File: src/rtl/div_unit.sv
// div_unit: multi-cycle radix-2 restoring divider for DIV/DIVU.
// HI holds the remainder and LO the quotient of the last completed divide.
// The FSM walks IDLE -> RUN (WIDTH cycles) -> FIX -> DONE, or goes straight
// from IDLE to FIX on a zero divisor.
module div_unit #(
  parameter int WIDTH = 32
) (
  input  logic             clk,
  input  logic             rst,
  input  logic             start,
  input  logic             signed_op,
  input  logic [WIDTH-1:0] dividend,
  input  logic [WIDTH-1:0] divisor,
  input  logic             abort,
  output logic             busy,
  output logic             done,
  output logic             div_by_zero,
  output logic [WIDTH-1:0] hi,
  output logic [WIDTH-1:0] lo
);

  localparam int CW = $clog2(WIDTH);

  typedef enum logic [1:0] {
    IDLE = 2'd0,
    RUN  = 2'd1,
    FIX  = 2'd2,
    DONE = 2'd3
  } state_t;

  state_t           state_r;
  state_t           state_nxt_s;

  logic [WIDTH-1:0] rem_r;       // partial remainder, always < divisor magnitude
  logic [WIDTH-1:0] quo_r;       // dividend bits shifted out, quotient bits shifted in
  logic [WIDTH-1:0] dvs_r;       // divisor magnitude
  logic [WIDTH-1:0] dvd_raw_r;   // untouched dividend, reported as HI on divide by zero
  logic             dvd_neg_r;
  logic             dvs_neg_r;
  logic             sgn_r;
  logic             zero_r;
  logic [CW-1:0]    cnt_r;

  logic [WIDTH:0]   rem_sh_s;    // remainder after the shift, one bit wider
  logic [WIDTH:0]   diff_s;      // trial subtraction result
  logic             ge_s;        // trial subtraction did not borrow
  logic [WIDTH-1:0] q_fix_s;
  logic [WIDTH-1:0] r_fix_s;
  logic             take_s;      // accept a new request this cycle

  // Magnitude of an operand; only negated for signed ops with the sign bit set.
  function automatic logic [WIDTH-1:0] mag(input logic [WIDTH-1:0] v, input logic sgn);
    if (sgn && v[WIDTH-1]) begin
      mag = (~v) + WIDTH'(1);
    end else begin
      mag = v;
    end
  endfunction

  // Two's complement negate, used by the sign fix-up step.
  function automatic logic [WIDTH-1:0] neg(input logic [WIDTH-1:0] v);
    neg = (~v) + WIDTH'(1);
  endfunction

  // Shift/trial-subtract datapath and sign correction of the final result.
  always_comb begin
    take_s   = start & ~abort;
    rem_sh_s = {rem_r, quo_r[WIDTH-1]};
    diff_s   = rem_sh_s - {1'b0, dvs_r};
    ge_s     = ~diff_s[WIDTH];
    if (sgn_r && (dvd_neg_r ^ dvs_neg_r)) begin
      q_fix_s = neg(quo_r);
    end else begin
      q_fix_s = quo_r;
    end
    if (sgn_r && dvd_neg_r) begin
      r_fix_s = neg(rem_r);
    end else begin
      r_fix_s = rem_r;
    end
  end

  // State register.
  always_ff @(posedge clk) begin
    if (rst) begin
      state_r <= IDLE;
    end else begin
      state_r <= state_nxt_s;
    end
  end

  // Next-state logic; abort wins over everything else while an op is in flight.
  always_comb begin
    state_nxt_s = state_r;
    case (state_r)
      IDLE: begin
        if (take_s) begin
          state_nxt_s = (divisor == {WIDTH{1'b0}}) ? FIX : RUN;
        end else begin
          state_nxt_s = IDLE;
        end
      end
      RUN: begin
        if (abort) begin
          state_nxt_s = IDLE;
        end else if (cnt_r == {CW{1'b0}}) begin
          state_nxt_s = FIX;
        end else begin
          state_nxt_s = RUN;
        end
      end
      FIX: begin
        if (abort) begin
          state_nxt_s = IDLE;
        end else begin
          state_nxt_s = DONE;
        end
      end
      DONE:    state_nxt_s = IDLE;
      default: state_nxt_s = IDLE;
    endcase
  end

  // Status outputs decoded straight from the state register.
  always_comb begin
    busy = 1'b0;
    done = 1'b0;
    case (state_r)
      RUN:     busy = 1'b1;
      FIX:     busy = 1'b1;
      DONE:    done = 1'b1;
      default: begin
        busy = 1'b0;
        done = 1'b0;
      end
    endcase
  end

  // Operand capture, one quotient bit per RUN cycle, result write at FIX exit.
  always_ff @(posedge clk) begin
    if (rst) begin
      rem_r       <= {WIDTH{1'b0}};
      quo_r       <= {WIDTH{1'b0}};
      dvs_r       <= {WIDTH{1'b0}};
      dvd_raw_r   <= {WIDTH{1'b0}};
      dvd_neg_r   <= 1'b0;
      dvs_neg_r   <= 1'b0;
      sgn_r       <= 1'b0;
      zero_r      <= 1'b0;
      cnt_r       <= {CW{1'b0}};
      hi          <= {WIDTH{1'b0}};
      lo          <= {WIDTH{1'b0}};
      div_by_zero <= 1'b0;
    end else begin
      case (state_r)
        IDLE: begin
          if (take_s) begin
            rem_r     <= {WIDTH{1'b0}};
            quo_r     <= mag(dividend, signed_op);
            dvs_r     <= mag(divisor, signed_op);
            dvd_raw_r <= dividend;
            dvd_neg_r <= signed_op & dividend[WIDTH-1];
            dvs_neg_r <= signed_op & divisor[WIDTH-1];
            sgn_r     <= signed_op;
            zero_r    <= (divisor == {WIDTH{1'b0}});
            cnt_r     <= CW'(WIDTH - 1);
          end
        end
        RUN: begin
          if (!abort) begin
            rem_r <= ge_s ? diff_s[WIDTH-1:0] : rem_sh_s[WIDTH-1:0];
            quo_r <= {quo_r[WIDTH-2:0], ge_s};
            cnt_r <= cnt_r - CW'(1);
          end
        end
        FIX: begin
          if (!abort) begin
            if (zero_r) begin
              lo          <= {WIDTH{1'b1}};
              hi          <= dvd_raw_r;
              div_by_zero <= 1'b1;
            end else begin
              lo          <= q_fix_s;
              hi          <= r_fix_s;
              div_by_zero <= 1'b0;
            end
          end
        end
        default: begin
          cnt_r <= cnt_r;
        end
      endcase
    end
  end

endmodule
File: config.mk
export PLATFORM = sky130hd
export DESIGN_NAME = div_unit
export DESIGN_NICKNAME = d
export VERILOG_FILES = /design/src/rtl/div_unit.sv
export SDC_FILE = /design/constraint.sdc
export NUM_CORES = 1
export LEC_CHECK = 0
export ABC_AREA = 0
export CAP_MARGIN = 20
export CORE_UTILIZATION = 40
export DETAILED_ROUTE_END_ITERATION = 8
export DONT_BUFFER_PORTS = 1
export PLACE_DENSITY = 0.62
export SYNTH_ARGS = -nofsm -noshare
export SYNTH_HDL_FRONTEND = slang
export SYNTH_SLANG_ARGS = --single-unit
export TNS_END_PERCENT = 30
File: constraint.sdc
create_clock -name clk -period 3.75 [get_ports clk]
set_input_delay 0.5625 -clock clk [delete_from_list [all_inputs] [get_ports clk]]
set_output_delay 0.5625 -clock clk [all_outputs]
set_load 0.01 [all_outputs]
==> results.txt, run 1 <==
- Post-route clock period utilization: 0.935
* Upper clock frequency limit: approximately 290 MHz
* Worst-case headroom to the max-slew limit: 0.360
- Total clock sinks: ~200
- In the global route stage, overall resource usage came out at 0.218.
- Of the total power, combinational logic draws 0.114.
* Routed WL: approximately 35 mm
* Slowest cell on the critical path: sky130_fd_sc_hd__or4b_2
- Worst-path fanout max: 13
* Via-per-instance ratio: roughly 5.7
- Count of antenna-violating nets left after detailed routing: 0
* Cells along the critical path: ha_1, a21oi_1, nor2_1, a2111oi_2, a21oi_1, o311ai_1, nand3_2, or4b_2, nand2_1
- The number of antenna violations at the first check in global routing was 1.
- In this run the number of H-tree levels came out at 1.
- Of the total power, the share spent switching nets is 0.266.
- In the final layout, the share of cells above drive strength 1 is 0.0543.
- Number of flops mapped to enable cells by yosys: 0
- The critical path contains buffers and inverters numbering 0 combined.
- At the later pin of the worst-skew pair, clock insertion delay measures roughly 550 ps.
- Netlist Area Pre-Place: between 10000 and 15000 um^2
- Clock tree from TritonCTS: yes
- Maximum clock path buffer count: 3
- Worst setup skew after layout: 16.5 ps
- The total count of hold-check failures in the final report was 0.
- Across the VDD grid, the largest voltage drop is 0.338 mV.
- Clock-pin slew was measured on the worst setup and hold paths at 60 ps.
* Sequential power share: 0.415
- Kind of end point of the critical path: flip-flop
* Endpoint arrival time on the critical path: ~4000 ps
- Setup repair after global routing left no endpoint under its margin.
* Total congestion overflow after global routing: 0
- In the final design database the tool counted around 1700 nets.
- Growth of design area from synthesis to finish: 9.49%
* Switch Pwr: between 0.001 and 0.0015 W
- Among the stages of the critical path, the cell type that occurs most often is sky130_fd_sc_hd__a21oi_1.
- Hpwl dp: approximately 26 mm
- The die covers ~32000 um^2.
* Post-synth top area cell: sky130_fd_sc_hd__dfxtp_1
- Warnings, synthesis: 0
- Result of the run: complete, no violations
- CP required: 4230 ps
- Standby leakage power: 4.94 nW
- From left edge to right edge, the die measures 178 um.
* Buffers inserted during post-CTS setup optimization: 0
- Critical path's top delay family: compound AO/OA/AOI/OAI gates
- First-pass DRT Iterations: 6
- Effective utilization at floorplan: 0.406
- Number of flip-flops and latches in the synthesized netlist: between 200 and 250
- Slew at the pin closest to its max-slew limit: ~960 ps
- Maximum number of pins on one net before global-route repair: approximately 180
* Routability congestion estimate: 0.908
- After synthesis, the cell types taking the most area are sky130_fd_sc_hd__dfxtp_1 33%, sky130_fd_sc_hd__nand2_1 8.6%, sky130_fd_sc_hd__a21oi_1 5.7%.
* Internal power of the cells: 0.00406 W
- Number of buffers inserted during clock tree synthesis: 25
- Worst setup path class: flip-flop to flip-flop
- The number of gates resized after CTS was 0.
- The first routing iteration left about 740 violations.
- The first global-routing pass estimated between 50 and 60 mm of wire.
* Master cell of the clock root buffer: sky130_fd_sc_hd__clkbuf_16
- Leading cell type by number of instances after synthesis: sky130_fd_sc_hd__nand2_1
* DRC errors left: 0
* Sequential fraction of the synthesis area: 0.329
* Vias: between 10000 and 15000
- # hold bufs at CTS: 0
- Setup total negative slack on the finished layout was measured at 0 ps.
- Pins over their slew limit: 0
- The floorplan has 64 rows.
- At the end of the flow the core is filled with cells to 0.445.
- Synth unique cells: 66
* Clock power share: 0.471
- For this run, the leading register cell type out of synthesis is sky130_fd_sc_hd__dfxtp_1.
* Number of maximum-capacitance violations: 0
- Type of element launching the critical path: flip-flop
- Input and output buffers added on the ports amount to 0.
- Power per cell area: roughly 400 nW/um^2
- Synthesis produced a netlist with a net count of ~1800.
- Post-layout power: around 0.0055 W
- I/O Pins: 136
- Instance count of the mapped netlist: 1661
- Crit-path max cell delay: 730 ps
- Measured along the y axis, the die boundary spans between 150 and 200 um.
- Average wire length per cell after detail routing: 17.5 um
- Vias in the first global route: roughly 10000
- Post-layout minimum cycle time: 3510 ps
* Share of flip-flops with an asynchronous set or reset after synthesis: 0
* Final setup violation count: 0
- Averaged over all synthesized cells, the footprint is between 7 and 8 um^2.
- The number of antenna diodes in the final layout is 0.
- Ranking of synthesized cells by instance count: 285 x sky130_fd_sc_hd__nand2_1, 204 x sky130_fd_sc_hd__dfxtp_1, 147 x sky130_fd_sc_hd__nor2_1
* Tightest Hold Check Type: input pin to flip-flop
- Of the post-synthesis cell area, the dominant cell type holds 0.329.
- Area inside the core boundary: 30600 um^2
kinds of logic (layout without fill, tap and decap cells):
group,Yosys count,after routing,synth area share
XOR/XNOR,135,135,0.0952
flip-flops,204,204,0.329
adder cells (fa/ha/maj),42,42,0.0429
buffers and inverters,157,117,0.0482
multiplexers,27,27,0.0218
AND/OR/NAND/NOR,643,643,0.234
AO/OA/AOI/OAI,453,453,0.229
metrics by stage:
| step | area [um^2] | worst slack, ps | cells | hold WS [ps] |
|---|---|---|---|---|
| after floorplan | 12400 | 858 | 1661 | 431 |
| after global placement | 12700 | 390 | 1970 | 436 |
| after detailed placement | 12700 | 266 | 1970 | 446 |
| after CTS | 13600 | 253 | 2016 | 84.4 |
| after global routing | 13600 | 38.1 | 2017 | 109 |
| final | 13600 | 242 | 2017 | 111 |
layout by cell type (no fill, tap or decap), types with 27 or more instances in the layout:
cell	count
sky130_fd_sc_hd__a31oi_1	39
sky130_fd_sc_hd__mux2i_1	27
sky130_fd_sc_hd__xnor2_1	58
sky130_fd_sc_hd__inv_1	49
sky130_fd_sc_hd__nor3_1	39
sky130_fd_sc_hd__dfxtp_1	203
sky130_fd_sc_hd__a211oi_1	60
sky130_fd_sc_hd__ha_1	41
sky130_fd_sc_hd__o21ai_0	98
sky130_fd_sc_hd__xor2_1	77
sky130_fd_sc_hd__nor2_1	143
sky130_fd_sc_hd__nand3_1	49
sky130_fd_sc_hd__nand2_1	285
sky130_fd_sc_hd__a21oi_1	142
path summary, 6_finish.rpt:
path	startpoint	endpoint	slack (ps)	cells past startpoint
setup reg to reg	rem_r[12]	rem_r[17]	240	9
setup / recovery	rem_r[12]	rem_r[17]	240	9
hold reg to reg	dvd_raw_r[31]	dvd_raw_r[31]	460	2
hold / removal	rst	hi[0]	110	1
power by group through the flow:
stage / combinational, W / sequential (W) / clock [W]
global route: 0.000709 / 0.00230 / 0.00272
finish: 0.000632 / 0.00229 / 0.00260
CTS: 0.000629 / 0.00229 / 0.00265
global placement: 0.000624 / 0.00234 / 0
floorplan: 0.000526 / 0.00232 / 0
detailed placement: 0.000626 / 0.00234 / 0
flip-flops by register name (all words and copies together) (netlist names):
name,cells
lo,32
hi,32
dvd_neg_r,1
dvs_neg_r,1
state_r,2
zero_r,1
dvd_raw_r,32
rem_r,32
sgn_r,1
quo_r,32
div_by_zero,1
dvs_r,32
cnt_r,5
metal layers:
metal / part of all wire / vias to the layer above / GRT usage
met3: 0.062 / 57 / 0.0420
met1: 0.45 / 5322 / 0.288
met4: 0.027 / 0 / 0.0653
li1: - / 5774 / -
met2: 0.46 / 302 / 0.358
met5: 0 / - / 0
worst register-to-register path, delay by kind of cell, from the launching register on:
family	cells	cell delay, ps
and+or+nand+nor	4	1250
AOI/OAI and AO/OA	4	1370
adders and majority gates	1	350
DFF	1	480
area by class of cell:
type,count,area (um^2)
well taps,396,495
multi-input cells,1300,7760
fillers,3099,17000
clock inverters,16,213
repair buffers,22,185
flip-flops and latches,204,4090
inverters,49,184
clock buffers,30,674
Note: power is estimated with default switching activity, not from simulation.
==> inputs of run 2 (changes only) <==
--- a/config.mk
+++ b/config.mk
@@ -5,7 +5,7 @@
 export SDC_FILE = /design/constraint.sdc
 export NUM_CORES = 1
 export LEC_CHECK = 0
-export ABC_AREA = 0
+export ABC_AREA = 1
 export CAP_MARGIN = 20
 export CORE_UTILIZATION = 40
 export DETAILED_ROUTE_END_ITERATION = 8
==> run 2 against run 1 <==
- non-clock buffer count decreased by 4
- synthesized cell count up 42%
- flip-flop and latch count unchanged
- critical path depth up 8
- sequential share of layout area down 4.4 points
- die area is 19% higher
- critical endpoint is now rem_r[30]
- largest cell class unchanged
- highest routed layer is now met5
==> results.txt, run 2 <==
* Result of the run: complete, no violations
- Count of filler cells inserted in the layout: 3845 (+24%)
- The detailed-routing iteration count for the pre-antenna-repair pass was 5 (-1).
- Standby leakage power: 7.50 nW (+52%)
- The number of buffers added to fix hold violations after cts is 0 (unchanged).
- The row count came to 70 (+9.4%).
* Routed WL: 49.2 mm (+39%)
- Type of element launching the critical path: flip-flop
* VDD IR max: 0.321 mV (-4.8%)
* Final setup violation count: 0 (unchanged)
- Slowest cell on the critical path: sky130_fd_sc_hd__fa_1
- Warnings, synthesis: 0 (unchanged)
* CP required: 4160 ps (-70 ps)
- The worst register-to-register path begins at quo_r[31].
- The delay of the slowest cell on the worst path is 410 ps (-320 ps).
- Buffers inserted during post-CTS setup optimization: 0 (unchanged)
- Synthesized area per cell: 6.28 um^2 (-16%)
- Clock-pin slew on the worst setup and hold paths: 60 ps (about the same)
* Leading cell type by number of instances after synthesis: sky130_fd_sc_hd__nand2_1
- Syn_nets: 2468 (+39%)
- The global-route usage over all layers was 0.258 (+0.0400).
- Ranking of synthesized cells by instance count: 556 x sky130_fd_sc_hd__nand2_1, 349 x sky130_fd_sc_hd__inv_1, 206 x sky130_fd_sc_hd__nor2_1
- Via-per-instance ratio: 5.33 (-6.2%)
* Storage cell area: 4080 um^2 (about the same)
* Maximum number of pins on one net before global-route repair: 122 (-31%)
- The number of sinks on the clock net was 204 (unchanged).
* Vert. Die Dim: 194 um (+9.1%)
* Layout Utilization: 0.437 (-0.00795)
* Post-synth top area cell: sky130_fd_sc_hd__dfxtp_1
* Beginning of the worst hold path: rst
- Number of maximum-capacitance violations: 0 (unchanged)
- The power per unit of standard cell area is 363 nW/um^2 (-11%).
* Worst-case headroom to the max-slew limit: 0.345 (-0.0154)
* Initial antenna violation count: 1 (unchanged)
* Number of flops mapped to enable cells by yosys: 0 (unchanged)
- The top cell type's share of synthesized area is 0.276 (-0.0530).
* Kind of end point of the critical path: flip-flop
* Master cell of the clock root buffer: sky130_fd_sc_hd__clkbuf_16
- The post-route total power was 0.00580 W (+4.9%).
* Number of buffers inserted during clock tree synthesis: 25 (unchanged)
* Area inside the core boundary: 36500 um^2 (+19%)
* Vias: 14900 (+30%)
- Number of flip-flops and latches in the synthesized netlist: 204 (unchanged)
- The async set-reset flop share out of synthesis was 0 (unchanged).
- The clock network latency to the later pin of the worst-skew pair was 560 ps (about the same).
* Clock tree from TritonCTS: yes
- The number of H-tree levels is 1 (unchanged).
- Slew at the pin closest to its max-slew limit: 982 ps (+22.0 ps)
- Wire length of the first global-routing pass: 77.9 mm (+40%)
- Worst setup path class: flip-flop to flip-flop
* Critical path origin: quo_r[31]
- The top cell types in the final layout, fill and taps aside, are 554 x sky130_fd_sc_hd__nand2_1, 348 x sky130_fd_sc_hd__inv_1, 205 x sky130_fd_sc_hd__nor2_1.
- The total global routing overflow was 0 (unchanged).
* TNS Setup: 0 ps (unchanged)
- Cells along the critical path: inv_1, ha_1, fa_1, inv_1, nand2_1, nand2_1, nand3_1, nand2_2, nand2_2, nand2_4, nand2_8, nand2_4, nand2_4, nand2_4, nand3_1, nand2_1, a21oi_1
* Endpoint arrival time on the critical path: 3120 ps (-870 ps)
- Area of the multi-input gates: 8860 um^2 (+14%)
* Netlist Area Pre-Place: 14800 um^2 (+19%)
- Synth unique cells: 51 (-23%)
- The first-iteration detailed-routing DRC count is 1268 (+71%).
- The number of gates resized after CTS is 0 (unchanged).
* Average wire length per cell after detail routing: 17.6 um (+0.38%)
- The detailed placer's ending HPWL was 38.2 mm (+46%).
- Upper clock frequency limit: 369 MHz (+30%)
* Die X-Extent: 194 um (+9.1%)
* Sequential fraction of the synthesis area: 0.276 (-0.0530)
- The deepest clock path buffer count came to 3 (unchanged).
- Number of nets at the end of the flow: 2421 (+41%)
- Count of port buffers added during placement: 0 (unchanged)
* Worst-path fanout max: 17 (+4)
- The ratio of final minimum period to clock period is 0.722 (-0.214).
* Vias in the first global route: 14100 (+35%)
* Growth of design area from synthesis to finish: 7.71%
- The number of pins exceeding their max-slew limit in the final report is 0 (unchanged).
- Main synth FF type: sky130_fd_sc_hd__dfxtp_1
- The starting density of the core came to 0.405 (-0.000660).
- Worst setup skew after layout: 39.0 ps (+22.5 ps)
- Full die area: 37800 um^2 (+19%)
- RSZ-0062 raised after global routing: false
- Yosys attributes the largest share of cell area to sky130_fd_sc_hd__dfxtp_1 28%, sky130_fd_sc_hd__nand2_1 14%, sky130_fd_sc_hd__inv_1 8.8%.
- The most numerous cell type found on the critical path is sky130_fd_sc_hd__nand2_4.
- The number of instances in the synthesized netlist was 2357 (+42%).
- The tightest min-delay check is of the input pin to flip-flop type.
- The final critical-path required period was 2710 ps (-801 ps).
- Count of antenna-violating nets left after detailed routing: 0 (unchanged)
- I/O Pins: 136 (unchanged)
- Layout cell share with drive strength beyond 1: 0.0927 (+0.0385)
* Routability congestion estimate: 0.952 (+4.8%)
- The number of remaining DRC errors is 0 (unchanged).
* Most common library cell in the layout ignoring fill and taps: sky130_fd_sc_hd__nand2_1
- Hold violation total from the final report: 0 (unchanged)
run 2: area by class of cell:
type | count | area share
clock inverters | 14 | 0.0126
multi-input cells | 1686 | 0.556
flip-flops and latches | 204 | 0.256
well taps | 468 | 0.0367
inverters | 375 | 0.0883
clock buffers | 32 | 0.0421
repair buffers | 18 | 0.00847
diodes | 1 | 0.000157
run 2: final timing paths:
check | slack, ps | endpoint | cells past startpoint
setup / recovery | 1040 | rem_r[30] | 17
hold / removal | 120 | quo_r[3] | 1
setup reg to reg | 1040 | rem_r[30] | 17
hold reg to reg | 450 | dvd_raw_r[13] | 2
run 2: critical path, delay by kind of cell, from the launching register on:
| family | cells | cell delay (ps) |
|---|---|---|
| simple gates | 12 | 1330 |
| fa+ha+maj | 2 | 660 |
| flops | 1 | 310 |
| buf+inv | 2 | 210 |
| compound gates | 1 | 50 |
run 2: power breakdown:
part / leakage [nW] / internal (W) / switching [W]
Combinational: 5.42 / 0.000278 / 0.000661
Sequential: 1.66 / 0.00224 / 0.0000476
Clock: 0.419 / 0.00155 / 0.00101
run 2: kinds of logic (layout without fill, tap and decap cells):
kind of cell / count (synthesis) / after routing / synth area share
AOI/OAI and AO/OA: 471 / 471 / 0.182
xor gates and xnor gates: 51 / 51 / 0.0302
and+or+nand+nor: 1122 / 1122 / 0.350
other: 0 / 1 / 0
DFF: 204 / 204 / 0.276
adders and majority gates: 42 / 42 / 0.0360
buffers and inverters: 467 / 439 / 0.126
run 2: through the flow:
stage | area (um^2) | setup slack [ps] | std cells | hold slack (ps)
floorplan | 14800 | 1500 | 2357 | 423
global placement | 15100 | 1090 | 2751 | 432
detailed placement | 15100 | 1080 | 2751 | 443
CTS | 15900 | 1060 | 2797 | 78.7
global route | 15900 | 769 | 2797 | 89.4
finish | 15900 | 1040 | 2798 | 123
run 2: per-layer routing:
layer / vias up / wire length [um] / track usage
met2: 439 / 21600 / 0.412
met3: 78 / 3550 / 0.0489
met4: 2 / 1430 / 0.0800
met5: - / 13 / 0
met1: 6834 / 22600 / 0.351
li1: 7548 / - / -
